<file path="config.mk">
export PLATFORM = sky130hd
export DESIGN_NAME = bus1to2_flat
export DESIGN_NICKNAME = d
export VERILOG_FILES = /design/src/rtl/bus1to2_pkg.sv /design/src/rtl/bus1to2_if.sv /design/src/rtl/bus1to2_addr_decode.sv /design/src/rtl/bus1to2.sv /design/src/flat_wrapper.sv
export SDC_FILE = /design/constraint.sdc
export NUM_CORES = 1
export LEC_CHECK = 0
export ABC_AREA = 1
export CAP_MARGIN = 10
export CORE_AREA = 4 4 117 119
export CTS_CLUSTER_DIAMETER = 30
export DETAILED_ROUTE_END_ITERATION = 6
export DIE_AREA = 0 0 121 123
export GPL_TIMING_DRIVEN = 0
export SKIP_LAST_GASP = 1
export SLEW_MARGIN = 20
export SYNTH_ARGS = -nofsm -noshare
export SYNTH_HDL_FRONTEND = slang
export SYNTH_SLANG_ARGS = --single-unit
</file>
<file path="constraint.sdc">
create_clock -name clk -period 3.5 [get_ports clk]
set_clock_uncertainty 0.05 [all_clocks]
set_input_delay 0.7 -clock clk [delete_from_list [all_inputs] [get_ports clk]]
set_output_delay 0.7 -clock clk [all_outputs]
set_load 0.02 [all_outputs]
</file>
<file path="src/rtl/bus1to2_pkg.sv">
// Shared definitions for the single-master, two-slave bus demultiplexer:
// FSM state encoding, error read-data default, timeout counter sizing and
// the address window match used by the decoder.
package bus_pkg;

   // Demux states. The decoder also returns one of SEL1/SEL2/DERR as the
   // state to enter after the IDLE decode cycle.
   typedef enum logic [1:0] {
      IDLE = 2'd0,
      SEL1 = 2'd1,
      SEL2 = 2'd2,
      DERR = 2'd3
   } state_t;

   // Read data presented on decode errors and timeouts.
   localparam logic [31:0] ERR_RDATA_DEFAULT = 32'hDEAD_BEEF;

   // The timeout counter is never narrower than this.
   localparam int unsigned TCNT_MIN_W = 8;

   // Width needed for a counter that must reach TIMEOUT-1, with a floor.
   function automatic int unsigned tcnt_width(input int unsigned timeout);
      int unsigned w;
      w = $clog2(timeout + 1);
      return (w < TCNT_MIN_W) ? TCNT_MIN_W : w;
   endfunction

   // A target claims an address when the masked address equals its base.
   function automatic logic addr_match(input logic [31:0] addr,
                                       input logic [31:0] base,
                                       input logic [31:0] mask);
      return (addr & mask) == base;
   endfunction

endpackage

</file>
<file path="src/rtl/bus1to2_if.sv">
// Native valid/ready memory bus. The initiator side uses the master modport,
// the target side uses the slave modport. wstrb == 0 marks a read.
interface bus1to2_if;
   logic        valid;
   logic        ready;
   logic [31:0] addr;
   logic [31:0] rdata;
   logic [31:0] wdata;
   logic [3:0]  wstrb;

   modport master (
      output valid,
      output addr,
      output wdata,
      output wstrb,
      input  ready,
      input  rdata
   );

   modport slave (
      input  valid,
      input  addr,
      input  wdata,
      input  wstrb,
      output ready,
      output rdata
   );
endinterface

</file>
<file path="src/rtl/bus1to2_addr_decode.sv">
// Pure combinational two-target address decoder. Slave 1 is checked first,
// so it owns any address that both windows would claim. Addresses that match
// neither window map to the error state.
module bus_addr_decode
   import bus_pkg::*;
#(
   parameter logic [31:0] S1_BASE = 32'h0000_0000,
   parameter logic [31:0] S1_MASK = 32'hF000_0000,
   parameter logic [31:0] S2_BASE = 32'h1000_0000,
   parameter logic [31:0] S2_MASK = 32'hF000_0000
) (
   input  logic [31:0] addr,
   output state_t      tgt
);

   logic hit1;
   logic hit2;

   assign hit1 = addr_match(addr, S1_BASE, S1_MASK);
   assign hit2 = addr_match(addr, S2_BASE, S2_MASK);

   // Priority select of the state that follows the decode cycle.
   always_comb begin
      tgt = DERR;
      if (hit1) begin
         tgt = SEL1;
      end else if (hit2) begin
         tgt = SEL2;
      end
   end

endmodule

</file>
<file path="src/rtl/bus1to2.sv">
// One-master to two-slave address demultiplexer. A request seen in IDLE is
// decoded once and the selection is held until the transaction ends: the
// selected slave completes it, the per-transaction timeout forces an error
// completion, the master withdraws, or reset abandons it. Address, write
// data and strobes fan out to both slaves unconditionally; only the valids
// are steered.
module bus1to2
   import bus_pkg::*;
#(
   parameter logic [31:0] S1_BASE   = 32'h0000_0000,
   parameter logic [31:0] S1_MASK   = 32'hF000_0000,
   parameter logic [31:0] S2_BASE   = 32'h1000_0000,
   parameter logic [31:0] S2_MASK   = 32'hF000_0000,
   parameter int unsigned TIMEOUT   = 255,
   parameter logic [31:0] ERR_RDATA = ERR_RDATA_DEFAULT
) (
   input  logic        clk,
   input  logic        resetn,
   bus1to2_if.slave    m,
   bus1to2_if.master   s1,
   bus1to2_if.master   s2,
   output logic        err
);

   localparam int unsigned TCNT_W = tcnt_width(TIMEOUT);
   // TIMEOUT == 0 turns the watchdog off entirely.
   localparam bit TO_EN = (TIMEOUT != 0);
   // Last count value before the forced completion.
   localparam logic [TCNT_W-1:0] TLAST =
      TCNT_W'((TIMEOUT == 0) ? 0 : TIMEOUT - 1);

   state_t            state;
   state_t            state_nxt;
   state_t            dec_tgt;
   logic [TCNT_W-1:0] tcnt;
   logic [TCNT_W-1:0] tcnt_nxt;
   logic              sel_ready;
   logic [31:0]       sel_rdata;

   bus_addr_decode #(
      .S1_BASE (S1_BASE),
      .S1_MASK (S1_MASK),
      .S2_BASE (S2_BASE),
      .S2_MASK (S2_MASK)
   ) u_decode (
      .addr (m.addr),
      .tgt  (dec_tgt)
   );

   // Payload goes to both slaves; a slave only acts when its valid is high.
   assign s1.addr  = m.addr;
   assign s1.wdata = m.wdata;
   assign s1.wstrb = m.wstrb;
   assign s2.addr  = m.addr;
   assign s2.wdata = m.wdata;
   assign s2.wstrb = m.wstrb;

   // Response of the currently selected slave; the other slave is ignored.
   always_comb begin
      sel_ready = s1.ready;
      sel_rdata = s1.rdata;
      if (state == SEL2) begin
         sel_ready = s2.ready;
         sel_rdata = s2.rdata;
      end
   end

   // State and timeout counter; reset drops any transaction in flight.
   always_ff @(posedge clk) begin
      if (!resetn) begin
         state <= IDLE;
         tcnt  <= '0;
      end else begin
         state <= state_nxt;
         tcnt  <= tcnt_nxt;
      end
   end

   // Next state, valid steering, master response and error pulse.
   always_comb begin
      state_nxt = state;
      tcnt_nxt  = tcnt;
      s1.valid  = 1'b0;
      s2.valid  = 1'b0;
      m.ready   = 1'b0;
      m.rdata   = '0;
      err       = 1'b0;

      unique case (state)
         IDLE: begin
            tcnt_nxt = '0;
            if (m.valid) begin
               state_nxt = dec_tgt;
            end
         end

         SEL1, SEL2: begin
            if (state == SEL1) begin
               s1.valid = m.valid;
            end else begin
               s2.valid = m.valid;
            end
            m.rdata = sel_rdata;
            // A withdrawn request is dropped quietly, even if the slave answers.
            m.ready = m.valid & sel_ready;

            if (!m.valid) begin
               state_nxt = IDLE;
               tcnt_nxt  = '0;
            end else if (sel_ready) begin
               // Completion beats a timeout reached in the same cycle.
               state_nxt = IDLE;
               tcnt_nxt  = '0;
            end else if (TO_EN && (tcnt == TLAST)) begin
               state_nxt = DERR;
               tcnt_nxt  = '0;
            end else begin
               tcnt_nxt = tcnt + TCNT_W'(1);
            end
         end

         DERR: begin
            m.ready   = 1'b1;
            m.rdata   = ERR_RDATA;
            err       = 1'b1;
            state_nxt = IDLE;
            tcnt_nxt  = '0;
         end

         default: begin
            state_nxt = IDLE;
            tcnt_nxt  = '0;
         end
      endcase
   end

endmodule

</file>
<file path="src/flat_wrapper.sv">
// flat-port wrapper written by rule: the top's interface ports become plain ports
module bus1to2_flat import bus_pkg::*;
#(
   parameter logic [31:0] S1_BASE   = 32'h0000_0000,
   parameter logic [31:0] S1_MASK   = 32'hF000_0000,
   parameter logic [31:0] S2_BASE   = 32'h1000_0000,
   parameter logic [31:0] S2_MASK   = 32'hF000_0000,
   parameter int unsigned TIMEOUT   = 255,
   parameter logic [31:0] ERR_RDATA = ERR_RDATA_DEFAULT
)
  (clk, resetn, err, m_valid, m_addr, m_wdata, m_wstrb, m_ready, m_rdata, s1_valid, s1_addr, s1_wdata, s1_wstrb, s1_ready, s1_rdata, s2_valid, s2_addr, s2_wdata, s2_wstrb, s2_ready, s2_rdata);
  bus1to2_if m_i ();
  bus1to2_if s1_i ();
  bus1to2_if s2_i ();
  input  logic clk;
  input  logic resetn;
  output logic err;
  input wire logic [$bits(m_i.valid)-1:0] m_valid;
  input wire logic [$bits(m_i.addr)-1:0] m_addr;
  input wire logic [$bits(m_i.wdata)-1:0] m_wdata;
  input wire logic [$bits(m_i.wstrb)-1:0] m_wstrb;
  output wire logic [$bits(m_i.ready)-1:0] m_ready;
  output wire logic [$bits(m_i.rdata)-1:0] m_rdata;
  output wire logic [$bits(s1_i.valid)-1:0] s1_valid;
  output wire logic [$bits(s1_i.addr)-1:0] s1_addr;
  output wire logic [$bits(s1_i.wdata)-1:0] s1_wdata;
  output wire logic [$bits(s1_i.wstrb)-1:0] s1_wstrb;
  input wire logic [$bits(s1_i.ready)-1:0] s1_ready;
  input wire logic [$bits(s1_i.rdata)-1:0] s1_rdata;
  output wire logic [$bits(s2_i.valid)-1:0] s2_valid;
  output wire logic [$bits(s2_i.addr)-1:0] s2_addr;
  output wire logic [$bits(s2_i.wdata)-1:0] s2_wdata;
  output wire logic [$bits(s2_i.wstrb)-1:0] s2_wstrb;
  input wire logic [$bits(s2_i.ready)-1:0] s2_ready;
  input wire logic [$bits(s2_i.rdata)-1:0] s2_rdata;
  assign m_i.valid = m_valid;
  assign m_i.addr = m_addr;
  assign m_i.wdata = m_wdata;
  assign m_i.wstrb = m_wstrb;
  assign m_ready = m_i.ready;
  assign m_rdata = m_i.rdata;
  assign s1_valid = s1_i.valid;
  assign s1_addr = s1_i.addr;
  assign s1_wdata = s1_i.wdata;
  assign s1_wstrb = s1_i.wstrb;
  assign s1_i.ready = s1_ready;
  assign s1_i.rdata = s1_rdata;
  assign s2_valid = s2_i.valid;
  assign s2_addr = s2_i.addr;
  assign s2_wdata = s2_i.wdata;
  assign s2_wstrb = s2_i.wstrb;
  assign s2_i.ready = s2_ready;
  assign s2_i.rdata = s2_rdata;
  bus1to2 #(.S1_BASE(S1_BASE), .S1_MASK(S1_MASK), .S2_BASE(S2_BASE), .S2_MASK(S2_MASK), .TIMEOUT(TIMEOUT), .ERR_RDATA(ERR_RDATA)) u_core (.clk(clk), .resetn(resetn), .m(m_i), .s1(s1_i), .s2(s2_i), .err(err));
endmodule
</file>
After elaboration in Yosys (flattened, before gate mapping). Index checks and enable logic that the tools add are counted.

Add/subtract/negate cells: 1. Equal/unequal tests: 7. Mux-type cells: 20. Bitwise logic cells: 1. Reduce and logical (&&, ||, !) cells: 5.

Operators by type and width (number): 32-bit case mux with 2 select lines (1); 32-bit logical NOT (1); 32-bit 2-to-1 mux (1); 8-bit 2-to-1 mux (3); 8-bit case mux with 2 select lines (1); 2-bit 2-to-1 mux (5); 8-bit by 1-bit adder with 8-bit output, second input constant (1); 8-bit equality test, second input constant (1); 1-bit 2-to-1 mux (7); 2-bit case mux with 3 select lines (1); 2-bit equality test, second input constant (2); 4-bit by 1-bit equality test with 1-bit output, second input constant (1); 4-bit by 2-bit inequality test with 1-bit output, second input constant (1); 2-bit OR reduction (2); 2-bit by 1-bit equality test with 1-bit output, second input constant (1); 2-bit logical NOT (1); 2-bit inequality test, second input constant (1); 1-bit case mux with 2 select lines (1); 2-bit AND reduction (1); 1-bit AND (1).

Register bits: 10. Input port bits: 137. Output and inout port bits: 172. Logic and storage cells: 36.

Longest topological paths before layout. Gate-level depths: netlist of run 1.

Depth after elaboration: 5. Gate-level depth with buffers: 12. Mapped depth without buffers: 11.

Hierarchy. Synthesis of run 1 repeated with hierarchy kept, for this count alone.

Cells, all modules: 364. Area total of the unflattened synthesis: 2306.0 µm².

Modules (own cells, without submodules): bus1to2 (times used 1, cells each 358, area an instance 2283.4 µm², sequential area each 200.2 µm²); bus_addr_decode (times used 1, cells each 6, area an instance 22.5 µm², sequential area each 0.0 µm²).

Least setup slack after synthesis of run 1. No wires, ideal clock.

Path kind: reg-to-output. From: reg u_core.state[0]. To: out m_rdata[15]. Arrival time: 1.492 ns. Required time: 2.750 ns. Path slack: 1.258 ns. Stages on the path, launching flop included: 8. Cells stage by stage: dfxtp_1 inv_1 ha_1 inv_2 buf_2 nor2_1 o21ai_0 a21oi_1.

Word-level cells in the longest chain between the ends: 3. Elaborated cells between the ends (all ways): 6.

RTL lines: from (decl) (line bus1to2.sv:32) `state_t state;`; from (signal assigned) (line bus1to2.sv:74) `state <= state_nxt;`; 2-bit equality test / 2-bit by 1-bit equality test with 1-bit output (equally long branches) (line bus1to2.sv:62, bus1to2.sv:89); 32-bit 2-to-1 mux / 2-bit OR reduction (equally long branches) (line bus1to2.sv:62, bus1to2.sv:89); 32-bit case mux with 2 select lines * (line bus1to2.sv:89) `unique case (state)`; to (decl) (line flat_wrapper.sv:23) `output wire logic [$bits(m_i.rdata)-1:0] m_rdata;`.

Every way passes the cells marked *; elsewhere a longest branch is shown, timed or not.

Worst setup path after layout of run 1.
From: reg u_core.state[0]. To: out m_rdata[19].

Same word-level chain as after synthesis.

==> results of run 1 <==
[layout make-up]
type                    instances  area [um2]  share of cell area
multi-input cells             183         886               0.178
clock buffers                   4        88.8              0.0178
plain buffers                 150        1100               0.220
flip-flops and latches         10         200              0.0402
inverters                      13        51.3              0.0103
repair buffers                244        2440               0.490
well taps                     172         215              0.0432
[critical path, stage by stage, from the launching register on]
cell and delay (ns):
dfxtp_1 0.38, inv_1 0.10, ha_1 0.34, inv_2 0.10, buf_2 0.21, nor2_1 0.12, o21ai_0 0.09, a21oi_1 0.15
clkdlybuf4s50_1 0.67
[worst paths after layout]
check | start | to | slack [ns] | depth (start not counted)
max | u_core.state[0] | m_rdata[19] | 0.36 | 8
min | u_core.tcnt[0] | u_core.tcnt[0] | 0.41 | 1
max reg2reg | u_core.state[0] | u_core.state[0] | 1.91 | 9
min reg2reg | u_core.tcnt[0] | u_core.tcnt[0] | 0.41 | 1
[state kept, by name, summed over array words and instances (netlist names)]
name / cells
u_core.state: 2
u_core.tcnt: 8
[power by group]
part	switching, mW	total, mW	internal [mW]
sequential	0.0132	0.142	0.129
combinational	1.21	2.16	0.951
clock	0.0544	0.226	0.172
total	1.27	2.52	1.25
[per-layer routing]
layer | vias to the layer above | track usage | part of all wire
met5 | - | 0 | 0
met4 | 0 | 0.0205 | 0.014
met3 | 10 | 0.0361 | 0.094
met2 | 140 | 0.245 | 0.53
met1 | 1236 | 0.160 | 0.37
li1 | 1476 | - | -
[metrics by stage]
step | util | hold slack, ns
after floorplan | - | 0.380
after global placement | 0.389 | 0.393
after detailed placement | 0.389 | 0.403
after CTS | 0.396 | 0.414
after global routing | 0.396 | 0.427
final | 0.396 | 0.412
[synthesized netlist by cell type (3+ instances only)]
cell,instances,area [um2]
a21oi_1,26,130
o21ai_1,5,25.0
dfxtp_1,10,200
clkbuf_1,4,15.0
nand3_1,5,25.0
o21ai_0,27,135
buf_2,5,25.0
buf_4,138,1040
nor2_1,80,300
inv_1,11,41.3
ha_1,7,87.6
nand2_1,18,67.6
xor2_1,3,26.3
nand2_2,3,18.8
[kinds of logic after synthesis]
logic type,after synthesis
AOI/OAI and AO/OA,58
buffers and inverters,163
DFF,10
xor gates and xnor gates,5
adders and majority gates,7
and+or+nand+nor,113
==> metrics, run 1 <==
status finished, final reports clean; TritonCTS buffer count 3; First-pass DRT Iterations 4; Clock Sinks 10; dpl cells 772; Final Hold Fails 0; most frequent cells in the layout clkdlybuf4s50_1, buf_4, nor2_1, o21ai_0, a21oi_1; first-pass GRT wire length 15800 um; Post-Syn Area per Cell 6.28 um2; fraction of layout cells with a size suffix above 1 0.265; Leak 2.15 nW; crit-path max FO 10; GRT overflow 0; dpl ws 0.562 ns; port bufs 244; Post-Synthesis Cells 356; Post-Syn Area 2230 um2; fraction of the mapped netlist area in adder cells 0.0392; synth warn 0; Peak Freq roughly 0.32 GHz; DR WL/cell around 15 um; Post-CTS Setup Bufs 0; largest net degree at the start of global routing 11; initial antenna violation count 0; CTS Buffer Depth 2; required time at the worst-slack endpoint 2.75 ns; Root Buffer clkbuf_16; Worst Setup End Kind output pin; Synth cell types 24; WP data arrival around 2.4 ns; Post-CTS Hold Buffers 0; register area share after synthesis 0.0896; Setup TNS Final 0 ns; fin crit share 0.898; Chip Height 123 um; Core Area 12600 um2; syn_nets 500; Area growth, synth to finish 123%; Setup WS post-layout 0.356 ns; HPWL after DPL just over 10000 um; via density per instance 3.69; RSZ-0062 raised after global routing false; GPL Wtd Cong 0.748; fin area 4980 um2; Slew Limit Fails 0; Seq cells post-synth 10; die width 121 um; DRT iter0 DRCs 120; clk slew on worst S/H paths 0.04 ns; worst slew pin tran 0.479 ns; largest family of logic cells by synthesized area buffers and inverters; total power 2.52 mW; startpoint types flip-flop; FILL cells 1303; Finished Layout Cells 776; Nets 749; drt drc 0; Post-synth EDFFs 0; P per Cell Area 507 nW/um2; Hold Crit Class reg2reg; H-tree depth 1; Async S/R FF share, synth 0; Post-CTS Resized 0; commonest non-fill, non-tap cell in the layout clkdlybuf4s50_1; Simple-Gate Fraction of Synth Area 0.208; io pins 309; Routed Antenna Nets 0; Rows just over 40; number of global-route vias before repair 2763; number of antenna diodes 0; Synth Area in Compound Gates 0.130; clk_lat worst skew between 0.2 and 0.25 ns; Main synth FF type dfxtp_1; die area between 10000 and 15000 um2; Post-Synth XOR/XNOR Area 0.0196; Max IR drop VDD 0.000408 V; Setup CP Type reg2out; crit path time final 3.14 ns; CTS tree yes; Initial Utilization 0.178; Tot GR Track Use 0.134; post-synthesis mux area share 0; final wirelength around 11000 um; Max-Cap Viols 0; Final Setup Violations 0; Slew HR 0.680; DR vias 2862; dpl cell area 4890 um2
Note: power is estimated with default switching activity, not from simulation.
==> run 2, diff against run 1 <==
--- a/config.mk
+++ b/config.mk
@@ -12,6 +12,7 @@
 export DETAILED_ROUTE_END_ITERATION = 6
 export DIE_AREA = 0 0 121 123
 export GPL_TIMING_DRIVEN = 0
+export SKIP_CTS_REPAIR_TIMING = 1
 export SKIP_LAST_GASP = 1
 export SLEW_MARGIN = 20
 export SYNTH_ARGS = -nofsm -noshare
==> results of run 2 <==
Final layout, timing and power as in run 1 (identical DEF).
==> run 3, diff against run 2 <==
--- a/config.mk
+++ b/config.mk
@@ -13,7 +13,6 @@
 export DIE_AREA = 0 0 121 123
 export GPL_TIMING_DRIVEN = 0
 export SKIP_CTS_REPAIR_TIMING = 1
-export SKIP_LAST_GASP = 1
 export SLEW_MARGIN = 20
 export SYNTH_ARGS = -nofsm -noshare
 export SYNTH_HDL_FRONTEND = slang
==> constraint.sdc (replaced) <==
create_clock -name clk -period 3.5 [get_ports clk]
set_clock_uncertainty 0.05 [all_clocks]
set_input_delay 0.525 -clock clk [delete_from_list [all_inputs] [get_ports clk]]
set_output_delay 0.525 -clock clk [all_outputs]
set_load 0.02 [all_outputs]
==> results of run 3 <==
The final DEF is identical to that of run 1. Status: finished, final reports clean.
Among the figures that moved: setup slack after placement 0.562 ns -> 0.761 ns; setup slack after layout 0.356 ns -> 0.531 ns
==> variant: new RTL, flow settings as in run 3 <==
Make the reset (`resetn`) asynchronous in one clocked block.
--- a/src/rtl/bus1to2.sv
+++ b/src/rtl/bus1to2.sv
@@ -67,5 +67,5 @@
 
    // State and timeout counter; reset drops any transaction in flight.
-   always_ff @(posedge clk) begin
+   always_ff @(posedge clk or negedge resetn) begin
       if (!resetn) begin
          state <= IDLE;
Function: differs if resetn is asserted again (counterexample within 4 cycles, from zero or initial values and one cycle with resetn low); with resetn held inactive, the same outputs for 10 cycles.
==> variant against run 3 <==
Via count increased by 4.6%; critical path depth unchanged; area after synthesis is 4.0% higher; critical path type unchanged; total power grew 10%; core utilization rose by 0.71 points; sequential cell count unchanged; synthesized cell count up 1.4%; cell count grew 0.64%; wire length up 0.36%; setup slack lost 100 ps; cell area is 1.8% higher.
==> variant: results (changes against run 3) <==
Slew headroom: 0.6492 (-0.03129)
leakage: 2.266 nW (+5.4%)
number of global-route vias before repair: 3052 (+10%)
met3 usage: 0.04071 (+0.004575)
worst reg2reg path endpoint: u_core.state[1]
compound-gate portion of the synthesized area: 0.1249 (-0.004967)
Final GP Congestion: 0.7514 (+0.41%)
largest net degree at the start of global routing: 11 (unchanged)
reg2reg start: u_core.state[0]
Detail Route met3 WL: 1067 um (-0.84%)
xor/xnor cell area share of the yosys netlist: 0.01508 (-0.004519)
synthesized area per cell: 6.436 um^2 (+2.5%)
asr flop ratio synth: 1.000 (+1.000)
met2 wire length: 6319 um (+4.6%)
Arr. time, crit path: 2490 ps (+100 ps)
via count: 2995 (+4.6%)
met1 global-route usage: 0.1477 (-0.01231)
Via density: 3.835 (+4.0%)
Total Nets Final: 754 (+0.67%)
status: complete, no violations
Post-DP HPWL: 10140 um (+0.20%)
initial antenna violation count: 2 (+2)
PortBufs: 244 (unchanged)
Hold EP: u_core.tcnt[0]
DR top layer: met5
post-synth net total: 505 (+1.0%)
DR iter-0 viols: 77 (-36%)
sequential fraction of the synthesis area: 0.1077 (+0.01811)
ys flop type: dfrtp_1
top post-synthesis cells by area: buf_4, nor2_1, dfrtp_1
routed wire length per instance: 14.72 um (-0.28%)
commonest cells in the synthesized netlist: buf_4, nor2_1, o21ai_0
Post-Synth Adder-Cell Area: 0.03770 (-0.001499)
Reg2Reg Setup Slack: 1860 ps (-50 ps)
Total Routing Usage GR: 0.1372 (+0.003038)
first-pass GRT wire length: 16510 um (+4.7%)
wl on met1: 4055 um (-3.0%)
variant: cell types whose count changed in the layout (fill, tap and decap cells not counted), moves of 2 or more:
cell     delta
dfrtp_1    +10
nand3_1     +3
nand2_4     +3
nand4_1     -2
o21ai_0     +4
buf_2       -3
dfxtp_1    -10
nand2_1     +4
o21ai_1     -4
inv_1       +2
variant: power by group:
part	total, W	leakage (nW)	switching, W	internal, W
Combinational	0.00241	2.09	0.00134	0.00107
Clock	0.000224	0.0442	0.0000524	0.000172
Sequential	0.000151	0.136	0.0000176	0.000134
variant: how the worst max path moves through the flow:
stage                     from     endpoint  slack (ps)  depth (start not counted)
2_1_floorplan  u_core.state[0]  m_rdata[10]        1410                          7
3_3_place_gp   u_core.state[0]   m_rdata[6]         660                          8
3_5_place_dp   u_core.state[0]   m_rdata[6]         620                          8
4_1_cts        u_core.state[0]   m_rdata[6]         370                          8
5_1_grt        u_core.state[0]  m_rdata[23]         230                          8
6_report       u_core.state[0]   m_rdata[6]         430                          8
variant: cell type report:
type                            count  area share
Timing Repair Buffer              244      0.4817
Buffer                            150      0.2164
Multi-Input combinational cell    186      0.1809
Sequential cell                    10     0.04936
Tap cell                          172     0.04245
Clock buffer                        4     0.01752
Inverter                           15     0.01160
variant: critical path, stage by stage (launching register included):
cell and delay (ps):
dfrtp_1 390, inv_1 100, ha_1 330, inv_2 160, clkbuf_1 410, nor2_1 90
o21ai_0 90, a21oi_1 80, clkdlybuf4s50_1 610
variant: metrics by stage:
step	hold slack, ps	cell area (um^2)	total power, W	setup WS (ps)
6_report	442.0	5070	0.002787	431.4
5_1_grt	467.6	5070	0.003020	229.6
4_1_cts	442.7	5070	0.002841	365.1
3_5_place_dp	431.2	4981	0.002604	615.7
3_3_place_gp	420.0	4981	0.002577	662.3
2_1_floorplan	179.4	2323	0.001524	1405
